File: config.mk
export PLATFORM = sky130hd
export DESIGN_NAME = memory_access_stage
export DESIGN_NICKNAME = d
export VERILOG_FILES = /design/src/rtl/memory_access_stage.sv
export SDC_FILE = /design/constraint.sdc
export NUM_CORES = 1
export LEC_CHECK = 0
export ABC_AREA = 1
export CAP_MARGIN = 20
export CORE_ASPECT_RATIO = 0.9
export CORE_UTILIZATION = 30
export CTS_CLUSTER_SIZE = 16
export DETAILED_ROUTE_END_ITERATION = 12
export GPL_ROUTABILITY_DRIVEN = 1
export PLACE_DENSITY_LB_ADDON = 0.15
export SLEW_MARGIN = 20
export SYNTH_ARGS = -nofsm -noshare
export SYNTH_HDL_FRONTEND = slang
export SYNTH_SLANG_ARGS = --single-unit
File: constraint.sdc
create_clock -name clk_i -period 1.8 [get_ports clk_i]
set_clock_uncertainty 0.05 [all_clocks]
set_input_delay 0.54 -clock clk_i [delete_from_list [all_inputs] [get_ports clk_i]]
set_output_delay 0.54 -clock clk_i [all_outputs]
set_load 0.02 [all_outputs]
File: src/rtl/memory_access_stage.sv
// MemoryAccess pipeline stage: passes ALU results through and runs load/store
// transactions on a req/ack data-memory port, producing the Writeback pipe register.
module memory_access_stage #(
    parameter int unsigned ADDR_W = 32,
    parameter int unsigned DATA_W = 32
) (
    input  logic              clk_i,
    input  logic              rst_ni,
    input  logic              in_valid_i,
    input  logic              in_is_load_i,
    input  logic              in_is_store_i,
    input  logic [2:0]        in_funct3_i,
    input  logic [ADDR_W-1:0] in_addr_i,
    input  logic [DATA_W-1:0] in_store_data_i,
    input  logic [DATA_W-1:0] in_alu_result_i,
    input  logic [4:0]        in_rd_addr_i,
    input  logic              in_rd_wr_enable_i,
    output logic              stall_o,
    output logic              mem_req_o,
    output logic              mem_we_o,
    output logic [ADDR_W-1:0] mem_addr_o,
    output logic [DATA_W-1:0] mem_wdata_o,
    output logic [3:0]        mem_byte_en_o,
    input  logic              mem_ack_i,
    input  logic [DATA_W-1:0] mem_rdata_i,
    output logic              misaligned_o,
    output logic              out_valid_o,
    output logic [4:0]        out_rd_addr_o,
    output logic              out_rd_wr_enable_o,
    output logic [DATA_W-1:0] out_rd_data_o
);

    typedef enum logic [0:0] {
        StIdle,
        StBusy
    } state_e;

    state_e state_q, state_d;

    logic              mem_req_q, mem_req_d;
    logic              mem_we_q, mem_we_d;
    logic [ADDR_W-1:0] mem_addr_q, mem_addr_d;
    logic [DATA_W-1:0] mem_wdata_q, mem_wdata_d;
    logic [3:0]        mem_be_q, mem_be_d;
    logic              misaligned_q, misaligned_d;
    logic              out_valid_q, out_valid_d;
    logic [4:0]        out_rd_addr_q, out_rd_addr_d;
    logic              out_rd_we_q, out_rd_we_d;
    logic [DATA_W-1:0] out_rd_data_q, out_rd_data_d;

    // Transaction context captured at acceptance
    logic              is_load_q, is_load_d;
    logic [2:0]        funct3_q, funct3_d;
    logic [1:0]        byte_off_q, byte_off_d;
    logic [4:0]        rd_addr_q, rd_addr_d;
    logic              rd_we_q, rd_we_d;

    logic              mem_op;
    logic              misalign_c;
    logic [3:0]        be_c;
    logic [DATA_W-1:0] wdata_c;
    logic [DATA_W-1:0] shifted_c;
    logic [DATA_W-1:0] load_data_c;

    assign mem_op = in_valid_i & (in_is_load_i | in_is_store_i);

    always_comb begin
        misalign_c = 1'b0;
        be_c       = 4'b1111;
        wdata_c    = in_store_data_i;
        case (in_funct3_i[1:0])
            2'b00: begin
                be_c    = 4'b0001 << in_addr_i[1:0];
                wdata_c = {4{in_store_data_i[7:0]}};
            end
            2'b01: begin
                misalign_c = in_addr_i[0];
                be_c       = 4'b0011 << in_addr_i[1:0];
                wdata_c    = {2{in_store_data_i[15:0]}};
            end
            default: begin
                misalign_c = |in_addr_i[1:0];
            end
        endcase
    end

    // Bit 2 of funct3 selects zero extension (BU/HU)
    always_comb begin
        shifted_c   = mem_rdata_i >> {byte_off_q, 3'b000};
        load_data_c = shifted_c;
        case (funct3_q[1:0])
            2'b00:   load_data_c = {{24{~funct3_q[2] & shifted_c[7]}}, shifted_c[7:0]};
            2'b01:   load_data_c = {{16{~funct3_q[2] & shifted_c[15]}}, shifted_c[15:0]};
            default: load_data_c = shifted_c;
        endcase
    end

    assign stall_o = (state_q == StBusy) |
                     ((state_q == StIdle) & mem_op & ~misalign_c);

    always_comb begin
        state_d       = state_q;
        mem_req_d     = mem_req_q;
        mem_we_d      = mem_we_q;
        mem_addr_d    = mem_addr_q;
        mem_wdata_d   = mem_wdata_q;
        mem_be_d      = mem_be_q;
        misaligned_d  = 1'b0;
        out_valid_d   = out_valid_q;
        out_rd_addr_d = out_rd_addr_q;
        out_rd_we_d   = out_rd_we_q;
        out_rd_data_d = out_rd_data_q;
        is_load_d     = is_load_q;
        funct3_d      = funct3_q;
        byte_off_d    = byte_off_q;
        rd_addr_d     = rd_addr_q;
        rd_we_d       = rd_we_q;

        unique case (state_q)
            StIdle: begin
                if (mem_op && misalign_c) begin
                    misaligned_d  = 1'b1;
                    out_valid_d   = 1'b1;
                    out_rd_addr_d = in_rd_addr_i;
                    out_rd_we_d   = 1'b0;
                    out_rd_data_d = in_alu_result_i;
                end else if (mem_op) begin
                    state_d     = StBusy;
                    mem_req_d   = 1'b1;
                    mem_we_d    = in_is_store_i;
                    mem_addr_d  = {in_addr_i[ADDR_W-1:2], 2'b00};
                    mem_wdata_d = wdata_c;
                    mem_be_d    = be_c;
                    out_valid_d = 1'b0;
                    is_load_d   = in_is_load_i;
                    funct3_d    = in_funct3_i;
                    byte_off_d  = in_addr_i[1:0];
                    rd_addr_d   = in_rd_addr_i;
                    rd_we_d     = in_rd_wr_enable_i;
                end else begin
                    out_valid_d   = in_valid_i;
                    out_rd_addr_d = in_rd_addr_i;
                    out_rd_we_d   = in_rd_wr_enable_i;
                    out_rd_data_d = in_alu_result_i;
                end
            end
            StBusy: begin
                if (mem_ack_i) begin
                    state_d       = StIdle;
                    mem_req_d     = 1'b0;
                    out_valid_d   = 1'b1;
                    out_rd_addr_d = rd_addr_q;
                    out_rd_we_d   = is_load_q & rd_we_q;
                    out_rd_data_d = is_load_q ? load_data_c : '0;
                end
            end
            default: state_d = StIdle;
        endcase
    end

    always_ff @(posedge clk_i or negedge rst_ni) begin
        if (!rst_ni) begin
            state_q       <= StIdle;
            mem_req_q     <= 1'b0;
            mem_we_q      <= 1'b0;
            mem_addr_q    <= '0;
            mem_wdata_q   <= '0;
            mem_be_q      <= 4'b0000;
            misaligned_q  <= 1'b0;
            out_valid_q   <= 1'b0;
            out_rd_addr_q <= 5'd0;
            out_rd_we_q   <= 1'b0;
            out_rd_data_q <= '0;
            is_load_q     <= 1'b0;
            funct3_q      <= 3'd0;
            byte_off_q    <= 2'd0;
            rd_addr_q     <= 5'd0;
            rd_we_q       <= 1'b0;
        end else begin
            state_q       <= state_d;
            mem_req_q     <= mem_req_d;
            mem_we_q      <= mem_we_d;
            mem_addr_q    <= mem_addr_d;
            mem_wdata_q   <= mem_wdata_d;
            mem_be_q      <= mem_be_d;
            misaligned_q  <= misaligned_d;
            out_valid_q   <= out_valid_d;
            out_rd_addr_q <= out_rd_addr_d;
            out_rd_we_q   <= out_rd_we_d;
            out_rd_data_q <= out_rd_data_d;
            is_load_q     <= is_load_d;
            funct3_q      <= funct3_d;
            byte_off_q    <= byte_off_d;
            rd_addr_q     <= rd_addr_d;
            rd_we_q       <= rd_we_d;
        end
    end

    assign mem_req_o          = mem_req_q;
    assign mem_we_o           = mem_we_q;
    assign mem_addr_o         = mem_addr_q;
    assign mem_wdata_o        = mem_wdata_q;
    assign mem_byte_en_o      = mem_be_q;
    assign misaligned_o       = misaligned_q;
    assign out_valid_o        = out_valid_q;
    assign out_rd_addr_o      = out_rd_addr_q;
    assign out_rd_wr_enable_o = out_rd_we_q;
    assign out_rd_data_o      = out_rd_data_q;

endmodule

Word level (Yosys, flattened, before mapping)
Cells that the tools add are included.
{"block": "classes", "add_sub_neg": 0, "mul": 0, "div": 0, "n_lt_le_gt_ge": 0, "eq_ne": 6, "shift": 3, "n_mux": 31, "n_bitwise": 12, "reduce_logical": 7}
{"cell": "case mux 32 bit (2 select lines)", "count": 3}
{"cell": "2-to-1 mux 32 bit", "count": 4}
{"cell": "right shift 32 x 5 -> 32 bit", "count": 1}
{"cell": "2-to-1 mux 5 bit", "count": 3}
{"cell": "2-to-1 mux 1 bit", "count": 14}
{"cell": "case mux 1 bit (2 select lines)", "count": 5}
{"cell": "case mux 5 bit (2 select lines)", "count": 1}
{"cell": "case mux 4 bit (2 select lines)", "count": 1}
{"cell": "bitwise AND 1 bit", "count": 6}
{"cell": "inequality test 2 bit (second input constant)", "count": 3}
{"cell": "AND reduction 3 bit", "count": 2}
{"cell": "== test 2 x 1 -> 1 bit (second input constant)", "count": 2}
{"cell": "zero test 2 bit", "count": 2}
{"cell": "NOT 1 bit", "count": 4}
{"cell": "left shift 1 x 2 -> 4 bit (first input constant)", "count": 1}
{"cell": "left shift 2 x 2 -> 4 bit (first input constant)", "count": 1}
{"cell": "inequality test 3 x 2 -> 1 bit (second input constant)", "count": 1}
{"cell": "OR 1 bit", "count": 2}
{"cell": "AND reduction 2 bit", "count": 1}
{"cell": "OR reduction 2 bit", "count": 1}
{"cell": "logical AND 1 bit", "count": 1}
{"block": "word_totals", "ff_bits": 121, "latchBits": 0, "ramBits": 0, "romBits": 0, "out_inout_bits": 111, "elab_cells": 75, "memories": 0}

Longest topological paths before layout
Gate-level depths: netlist of run 1.
{"block": "logic_depth", "word_depth": 6, "depth_mapped": 12, "depth_no_buf": 9}

Worst setup path after synthesis of run 1
Ideal clock, no wire load.
{"block": "synth_path", "kind": "in2out", "from": "input in_is_store_i", "to": "output stall_o", "t_arrival_ps": 1412, "path_slack_ps": -202, "stages": 7, "n_path_buf": 3, "cell_sequence": "o21ai_0 nor2_1 nand2_4 buf_6 buf_6 buf_6 nand2_1"}
{"block": "synth_via", "elab_chain_len": 5}
{"element": "from (decl)", "line_no": "11", "text": "input logic in_is_store_i,"}
{"element": "OR 1 bit", "line_no": "65", "text": "assign mem_op = in_valid_i & (in_is_load_i | in_is_store_i);"}
{"element": "bitwise AND 1 bit", "line_no": "65"}
{"element": "bitwise AND 1 bit (2 in series)", "line_no": "99", "text": "((state_q == StIdle) & mem_op & ~misalign_c);"}
{"element": "OR 1 bit", "line_no": "98", "text": "assign stall_o = (state_q == StBusy) |"}
{"element": "to (decl)", "line_no": "18", "text": "output logic stall_o,"}
Every way passes these cells.

Worst setup path in the final report of run 1
{"block": "layout_path", "from": "register state_q", "to": "output stall_o"}
{"block": "layout_via", "elab_chain_len": 4}
{"element": "from (decl)", "line_no": "38", "text": "state_e state_q, state_d;"}
{"element": "from (signal assigned)", "line_no": "163", "text": "state_q <= StIdle;"}
{"element": "from (signal assigned)", "line_no": "180", "text": "state_q <= state_d;"}
{"element": "NOT 1 bit (no line)"}
{"element": "bitwise AND 1 bit (2 in series)", "line_no": "99"}
{"element": "OR 1 bit *", "line_no": "98"}
Mark *: on every way between the ends. The rest lies on a longest branch, timed or not.

==> flow_summary.toml, run 1 <==
[power]
seqPwrFrac_pct = 34.4
p_comb_share_pct = 36.9
power_mw = 10.77
peakVddDrop_mv = 0.6769
swShare_pct = 37.73
clkPwrFrac_pct = 28.7
internal_power_mw = 6.704
leakage_nw = 4.944
power_density_mw_per_mm2 = 1120
netSwitchingPower_mw = 4.061

[flow_run]
maxCapViolCount = 0

[timing]
max_clock_freq_mhz = 552.6
setup_viol = 1
hold_viol_final = 0
hold_slack_ns = 0.3247
final.period_utilization_pct = 100.5
drv_slew = 0
worstMarginPinSlew_ns = 0.5942
max_slew_margin_pct = 60.24
finalCriticalPeriod_ns = 1.810
rsz0062_at_grt = "yes"
setup_ws_ns = -0.009758

[clocking]
clk_pin_slew_ns = 0.06
postCtsSetupRepairBufs = 0
cts.sinks = 121
cts_buffers = 17
clk_path_buf_depth = 2
cts_tree = "yes"
worstSkewPairLatency_ns = 0.41
cts_root_buf = "clkbuf_16"
htree_num_levels = 4

[run_status]
status = "finished with violations"
violations = "negative setup slack"

[grt]
grt_pass1_wl_microns = 32550
grt_pass1_vias = 6112
grt_max_degree = 71
grt_overflow_total = 0
track_usage_pct = 19.77
antenna_found_initial = 1

[worst_setup_path]
crit_type = "reg2out"
crit_fanout = 4
crit_path_frequent_cell = "nand2_4"
start_kind = "register"
worstSetupEndpointType = "output pin"
cp.arrival_ns = 1.22
critPathRequiredTime_ns = 1.21
path_cells = "nor2_4 -> nand2_4 -> nand2_4 -> buf_6"
ff2ff_path_depth = 7
slowest_delay_ns = 0.45
slowest_stage = "dfrtp_2"

[placed_design]
port_buffers = 251
place_area_sq_mm = 0.009194
dpl.hpwl_microns = 14980
dpl.cell_count = 1332
place_congestion = 0.8550

[floorplan]
die_h_microns = 139.1
rows = 49
die-area_sq_mm = 0.02146
start_util_pct = 30.96
die_x_microns = 154.3
boundaryPins = 254
coreArea_sq_mm = 0.02023

[logic_synthesis]
synth-seq-cells = 121
ys_seq_area_share_pct = 48.34
synth.avg_cell_area_sq_um = 7.474
syn_inst = 838
syn-cell-area_sq_mm = 0.006264
synth_cell_type_count = 31
yosysWarnings = 0

[final_layout]
fin_cells = 1368
layout_commonest_cell = "nand2_1"
drive_gt1_share_pct = 11.16
layout_common_cells = "nand2_1, clkdlybuf4s50_1, dfrtp_1"
final_area_sq_mm = 0.009610
fin_nets = 1241
syn_to_final_growth_pct = 53.44

[routing]
finalWirelength_microns = 20860
ant_nets = 0
drc = 0
wire_per_inst_microns = 15.25
drt_iter0_markers = 226
dr.pass1.iters = 4
vias = 6184
viasPerCell = 4.520

[min_path]
whs_path_depth = 3
hold_path.class = "in2reg"
## synthesized netlist by cell type
cell type    n  area share (%)
clkinv_1     1           0.060
dfrtp_1    121              48
buf_4        7            0.84
nand3b_1     1            0.12
o21ai_1      1           0.080
a31oi_1      1            0.10
a21oi_2     10             1.4
nand2_1    376              23
clkbuf_1     7            0.42
clkinv_2     2            0.16
nand2_2     14             1.4
buf_2       23             1.8
o22ai_1      1            0.10
a21oi_1     48             3.8
o211ai_2     3            0.60
nand2_4      2            0.36
nand3_2      1            0.16
nor2_4       1            0.18
inv_1       36             2.2
o211ai_1     9             1.1
conb_1       1           0.060
a21o_1       1            0.12
inv_2        3            0.18
nand3_1     35             2.8
buf_1        3            0.18
buf_12       1            0.32
nor2_1      68             4.1
nor2_2       2            0.20
buf_6       12             2.2
o21ai_0     45             3.6
nand3_4      2            0.56
## metal layers
metal | routed length [microns] | up-vias | track usage (%) | part of all wire [%]
met5 | 0 | - | 0 | 0
met4 | 191 | 0 | 5.055 | 0.92
li1 | - | 3156 | - | -
met2 | 9560 | 221 | 31.58 | 46
met1 | 9169 | 2795 | 24.59 | 44
met3 | 1936 | 12 | 8.281 | 9.3
## power by group through the flow
| stage | combinational, mW | clock [mW] | sequential (mW) |
|---|---|---|---|
| finish | 3.97 | 3.09 | 3.70 |
| global route | 4.36 | 3.31 | 3.79 |
| CTS | 4.00 | 3.19 | 3.71 |
| detailed placement | 4.38 | 0 | 3.76 |
| global placement | 4.35 | 0 | 3.76 |
| floorplan | 1.65 | 0 | 4.42 |
## state kept, by name, summed over array words and instances, names as in the netlist
name	count
rd_we_q	1
out_rd_data_o	32
mem_addr_o	30
mem_we_o	1
out_rd_addr_o	5
byte_off_q	2
rd_addr_q	5
state_q	1
mem_byte_en_o	4
mem_req_o	1
misaligned_o	1
out_rd_wr_enable_o	1
is_load_q	1
out_valid_o	1
mem_wdata_o	32
funct3_q	3
## worst max-delay path: cells and delay by family, from the launching register on
family | cells | cell delay [ns]
flops | 1 | 0.45
simple gates | 3 | 0.24
buf+inv | 1 | 0.11
## per-stage QoR
stage	setup WS, ns	util, %	TNS [ns]
3_3_place_gp	-0.8833	45.44	-87.75
3_5_place_dp	-0.9185	45.44	-92.60
6_report	-0.009758	47.50	-0.009758
2_1_floorplan	-0.08846	-	-0.08846
5_1_grt	-0.05845	47.48	-0.05845
4_1_cts	-0.1749	47.50	-0.1749
## final timing paths
kind                                start                end  slack (ns)
max                               state_q            stall_o       -0.01
min                         in_is_store_i           mem_we_o        0.32
max reg2reg                 byte_off_q[0]  out_rd_data_o[31]        0.15
min reg2reg                mem_addr_o[20]     mem_addr_o[20]        0.42
max in group asynchronous          rst_ni  out_rd_data_o[22]        0.51
min in group asynchronous          rst_ni   out_rd_data_o[5]        0.55
## area by class of cell
cell class	count	area [sq um]
antenna	2	5.005
clock buffer	18	429.2
clock inverter	14	101.3
fill	2074	10620
inverter	42	160.2
multi-input combinational	624	2753
sequential	121	3029
tap	255	319.1
timing repair buffer	292	2814
## repair_timing
action	4_1_cts	5_1_grt
endpoints found under the setup margin	228	15
gates resized for setup	128	16
hold buffers	1	0
endpoints found under the hold margin	31	0
gates cloned	0	1
pin swaps	3	6
## kinds of logic (layout without fill, tap and decap cells)
group / Yosys count / count (layout) / share of synthesized area (%)
flip-flops: 121 / 121 / 48.34
AO/OA/AOI/OAI: 119 / 119 / 10.91
AND/OR/NAND/NOR: 502 / 503 / 32.38
other: 1 / 4 / 0.05987
buffers and inverters: 95 / 366 / 8.310
No activity file was read; power rests on OpenSTA's default activity.
==> inputs of run 2 (changes only) <==
PLACE_DENSITY = 0.68   (was not set)
PLACE_DENSITY_LB_ADDON = not set   (was 0.15)
==> run 2 against run 1 <==
  * The flow still finishes with violations (negative setup slack)
  * Non-clock buffer count grew 10
  * Clock power grew 8.7%
  * Sequential share of layout area shrank 0.33 points
  * Global-route usage grew 0.66 points
  * Worst setup slack gained 0.0039 ns
  * Worst hold slack gained 0.061 ns
  * Largest cell class unchanged
==> flow_summary.toml, run 2 (synthesized netlist as in run 1, its figures left out) <==
[final_layout]
drive_gt1_share_pct = 12.13
syn_to_final_growth_pct = 55.11
final_area_sq_mm = 0.009716
layout_common_cells = "nand2_1, clkdlybuf4s50_1, dfrtp_1"
diodes = 0
layout_commonest_cell = "nand2_1"
fin_nets = 1251

[timing]
final.period_utilization_pct = 100.3
worstMarginPinSlew_ns = 0.5835
hold_viol_final = 0
drv_slew = 0
rsz0062_at_grt = "yes"
setup_viol = 1
setup_ws_ns = -0.005845
max_clock_freq_mhz = 553.8
max_slew_margin_pct = 60.95
setup_tns_ns = -0.005845
finalCriticalPeriod_ns = 1.806

[worst_setup_path]
critPathRequiredTime_ns = 1.21
ff2ff_path_depth = 10
slowest_stage = "clkdlybuf4s15_1"
crit_cells = 6
cp.arrival_ns = 1.22
crit_fanout = 2
r2r_end = "out_rd_data_o[26]"
r2r_start = "state_q"
crit_end = "stall_o"
start_kind = "input port"
slowest_delay_ns = 0.18
critPathBufInv = 2
crit_type = "in2out"
path_cells = "clkdlybuf4s15_1 -> a21o_1 -> nand2_2 -> nand2_4 -> nand2_4 -> buf_6"
crit_path_frequent_cell = "nand2_4"
crit_start = "in_funct3_i[0]"
rrSetupSlack_ns = 0.15
worstSetupEndpointType = "output pin"
critical-path-top-delay-family = "buffers and inverters"

[placed_design]
dpl.hpwl_microns = 15300
port_buffers = 251
place_area_sq_mm = 0.009216
place_congestion = 0.9103

[clocking]
clk_pin_slew_ns = 0.06
cts.sinks = 121
cts_buffers = 17
cts_tree = "yes"
cts_root_buf = "clkbuf_16"
htree_num_levels = 4
worstSkewPairLatency_ns = 0.42
clk_path_buf_depth = 2

[routing]
dr.pass1.iters = 5
vias = 6359
drc = 0
ant_nets = 0
viasPerCell = 4.621
drt_iter0_markers = 222
finalWirelength_microns = 21410
wire_per_inst_microns = 15.56

[grt]
grt_overflow_total = 0
antenna_found_initial = 0
grt_max_degree = 73
grt_pass1_wl_microns = 33920
track_usage_pct = 20.43
grt_pass1_vias = 6373

[power]
peakVddDrop_mv = 0.5966
netSwitchingPower_mw = 4.160
swShare_pct = 37.52
power_density_mw_per_mm2 = 1141
leakage_nw = 4.996
internal_power_mw = 6.926
clkPwrFrac_pct = 30.3
seqPwrFrac_pct = 33.6
p_comb_share_pct = 36.1

[floorplan]
boundaryPins = 254
die-area_sq_mm = 0.02146
die_h_microns = 139.1
die_x_microns = 154.3
start_util_pct = 30.96
coreArea_sq_mm = 0.02023
rows = 49

[run_status]
status = "finished with violations"
violations = "negative setup slack"

[flow_run]
maxCapViolCount = 0

[min_path]
hold_path.class = "in2reg"
==> run 2: metal layers <==
layer	up-vias	wire length, microns	track usage, %
li1	3158	-	-
met1	2896	9267	25.65
met2	277	9547	32.66
met3	28	2190	7.875
met4	0	406	5.680
met5	-	0	0
==> run 2: cell type report <==
cell class | count | area (sq um)
well taps | 255 | 319.1
multi-input cells | 624 | 2765
clock inverters | 13 | 131.4
clock buffers | 19 | 442.9
repair buffers | 302 | 2861
inverters | 42 | 165.2
flip-flops and latches | 121 | 3030
fillers | 2035 | 10520
==> run 2: what timing repair did <==
| action | in CTS | in global routing |
|---|---|---|
| hold buffers | 1 | 0 |
| gates resized for setup | 129 | 19 |
| endpoints found under the setup margin | 221 | 52 |
| hold endpoints to repair | 28 | 0 |
| pin swaps | 4 | 8 |
| setup buffers | 0 | 1 |
| gates cloned | 0 | 2 |
==> run 2: worst min-delay path, cell delays in order <==
cell and delay, ns:
clkbuf_2 0.11, nand2_1 0.09, nand2_1 0.06
==> run 2: power groups by stage <==
stage / sequential [mW] / combinational [mW] / clock, mW
floorplan: 4.42 / 1.65 / 0
global placement: 3.77 / 4.32 / 0
detailed placement: 3.76 / 4.36 / 0
CTS: 3.72 / 3.97 / 3.45
global route: 3.81 / 4.39 / 3.58
finish: 3.72 / 4.00 / 3.36
==> run 2: how the worst min path moves through the flow <==
stage               slack [ns]  depth (start not counted)               from                end
floorplan                 0.19                          0             rst_ni      byte_off_q[0]
global placement          0.41                          1             rst_ni  out_rd_data_o[22]
detailed placement        0.41                          1             rst_ni  out_rd_data_o[20]
CTS                       0.43                          2  out_rd_data_o[13]  out_rd_data_o[13]
global route              0.38                          3      in_is_store_i           mem_we_o
finish                    0.39                          3      in_is_store_i           mem_we_o
==> run 2: per-stage QoR <==
stage          worst slack (ns)  hold slack, ns  total power [mW]  std cells  utilization, %
6_report              -0.005845          0.3852             11.09       1376           48.02
3_3_place_gp            -0.9674          0.4099             8.093       1340           45.55
2_1_floorplan          -0.08846          0.1944             6.068        839               -
4_1_cts                 -0.1137          0.4252             11.15       1373           47.80
3_5_place_dp            -0.9494          0.4137             8.128       1340           45.55
5_1_grt                -0.05921          0.3842             11.78       1376           48.02
==> inputs of run 3 (changes only) <==
PLACE_DENSITY = not set   (was 0.68)
PLACE_DENSITY_LB_ADDON = 0.05   (was not set)
==> run 3 against run 2 <==
  * The flow still finishes with violations (negative setup slack)
  * Critical path type unchanged
  * Fmax decreased by 3.5%
  * Critical endpoint unchanged
  * Utilization increased by 0.63 points
  * Power increased by 2.4%
  * Critical path depth unchanged
  * Via count decreased by 3.4%
==> flow_summary.toml, run 3 (synthesized netlist as in run 1, its figures left out) <==
[worst_setup_path]
slowest_stage = "dlygate4sd2_1"
critical-path-top-delay-family = "buffers and inverters"
crit_fanout = 2
crit_path_frequent_cell = "nand2_4"
critPathBufInv = 2
path_cells = "dlygate4sd2_1 -> o21ai_2 -> nor2_2 -> nand2_4 -> nand2_4 -> buf_6"
slowest_delay_ns = 0.25
start_kind = "input port"
cp.arrival_ns = 1.28
crit_type = "in2out"
critPathRequiredTime_ns = 1.21
worstSetupEndpointType = "output pin"

[power]
power_density_mw_per_mm2 = 1153
peakVddDrop_mv = 0.6054
leakage_nw = 5.074

[min_path]
hold_path.class = "reg2reg"

[grt]
met3_usage_pct = 6.750
grt-busiest-layer = "met2"
grt_pass1_vias = 6017
track_usage_pct = 19.83
grt_overflow_total = 0
met2_usage_pct = 31.34
grt_max_degree = 55
met1_usage_pct = 25.57
grt_pass1_wl_microns = 32670
antenna_found_initial = 1

[floorplan]
die_h_microns = 139.1
die_x_microns = 154.3
die-area_sq_mm = 0.02146
boundaryPins = 254
rows = 49
coreArea_sq_mm = 0.02023
start_util_pct = 30.96

[routing]
viasPerCell = 4.443
vias = 6144
drc = 0
wire_per_inst_microns = 14.99
finalWirelength_microns = 20730
ant_nets = 0
dr.pass1.iters = 4
drt_iter0_markers = 301

[final_layout]
fill_cells = 2110
syn_to_final_growth_pct = 57.15
fin_cells = 1383
layout_commonest_cell = "nand2_1"
layout_common_cells = "nand2_1, clkdlybuf4s50_1, dfrtp_1"
drive_gt1_share_pct = 12.42
fin_nets = 1257

[timing]
drv_slew = 0
final.period_utilization_pct = 104.0
setup_viol = 1
finalCriticalPeriod_ns = 1.872
hold_viol_final = 0
setup_ws_ns = -0.07164
rsz0062_at_grt = "yes"
max_clock_freq_mhz = 534.3
hold_slack_ns = 0.4216

[clocking]
clk_pin_slew_ns = 0.06
cts.sinks = 121
htree_num_levels = 4
cts_buffers = 17
cts_root_buf = "clkbuf_16"
clk_path_buf_depth = 2
worstSkewPairLatency_ns = 0.42
cts_tree = "yes"

[placed_design]
dpl.cell_count = 1344
dpl.hpwl_microns = 14940
place_congestion = 0.8473
port_buffers = 251

[run_status]
status = "finished with violations"
violations = "negative setup slack"

[flow_run]
maxCapViolCount = 0
[run 3: worst register-to-register path, cell delays in order (launching register included)]
cell and delay, ns:
dfrtp_2 0.41, buf_6 0.12, clkinvlp_4 0.12, buf_12 0.15, nor2_2 0.10, inv_2 0.06
nand2_2 0.12, inv_2 0.07, buf_12 0.17, nor2_1 0.15, a21oi_2 0.04
[run 3: report_power, final]
part	switching [mW]	internal [mW]
Sequential	0.345	3.35
Combinational	2.36	1.61
Clock	1.32	2.36
[run 3: final cells by class]
cell class / instances / area (sq um) / share of cell area (%)
diodes: 1 / 2.502 / 0.02542
clock buffers: 18 / 439.2 / 4.462
clock inverters: 14 / 193.9 / 1.970
inverters: 42 / 163.9 / 1.665
multi-input cells: 623 / 2740 / 27.84
flip-flops and latches: 121 / 3029 / 30.77
well taps: 255 / 319.1 / 3.241
repair buffers: 309 / 2955 / 30.02
[run 3: worst paths after layout]
path	cells past startpoint	slack [ns]	endpoint	start
max	6	-0.07	stall_o	in_is_store_i
min	2	0.42	mem_addr_o[25]	mem_addr_o[25]
max reg2reg	10	0.14	out_rd_data_o[17]	state_q
min reg2reg	2	0.42	mem_addr_o[25]	mem_addr_o[25]
max in group asynchronous	3	0.66	out_rd_wr_enable_o	rst_ni
min in group asynchronous	2	0.54	out_rd_data_o[3]	rst_ni
[run 3: per-layer routing]
metal / wire [microns] / share of wire [%]
met1: 9431 / 46
met2: 9662 / 47
met4: 163 / 0.79
met5: 17 / 0.082
met3: 1452 / 7.0
[run 3: what timing repair did]
action	CTS	global route
cloned	1	0
pin swaps	4	3
gates resized for setup	136	5
endpoints found under the setup margin	220	34
hold buffers	1	0
hold endpoints to repair	24	0
setup buffers	4	0
[run 3: through the flow]
stage	power (mW)	setup WS (ns)	util (%)	TNS [ns]	cell area, sq um
after CTS	11.53	-0.08577	48.64	-0.08577	9841
after floorplan	6.068	-0.08846	-	-0.08846	6284
after global placement	8.093	-0.8867	45.64	-70.39	9234
final	11.35	-0.07164	48.65	-0.07164	9843
after global routing	12.06	-0.1108	48.64	-0.1108	9841
after detailed placement	8.106	-0.9057	45.64	-74.45	9234
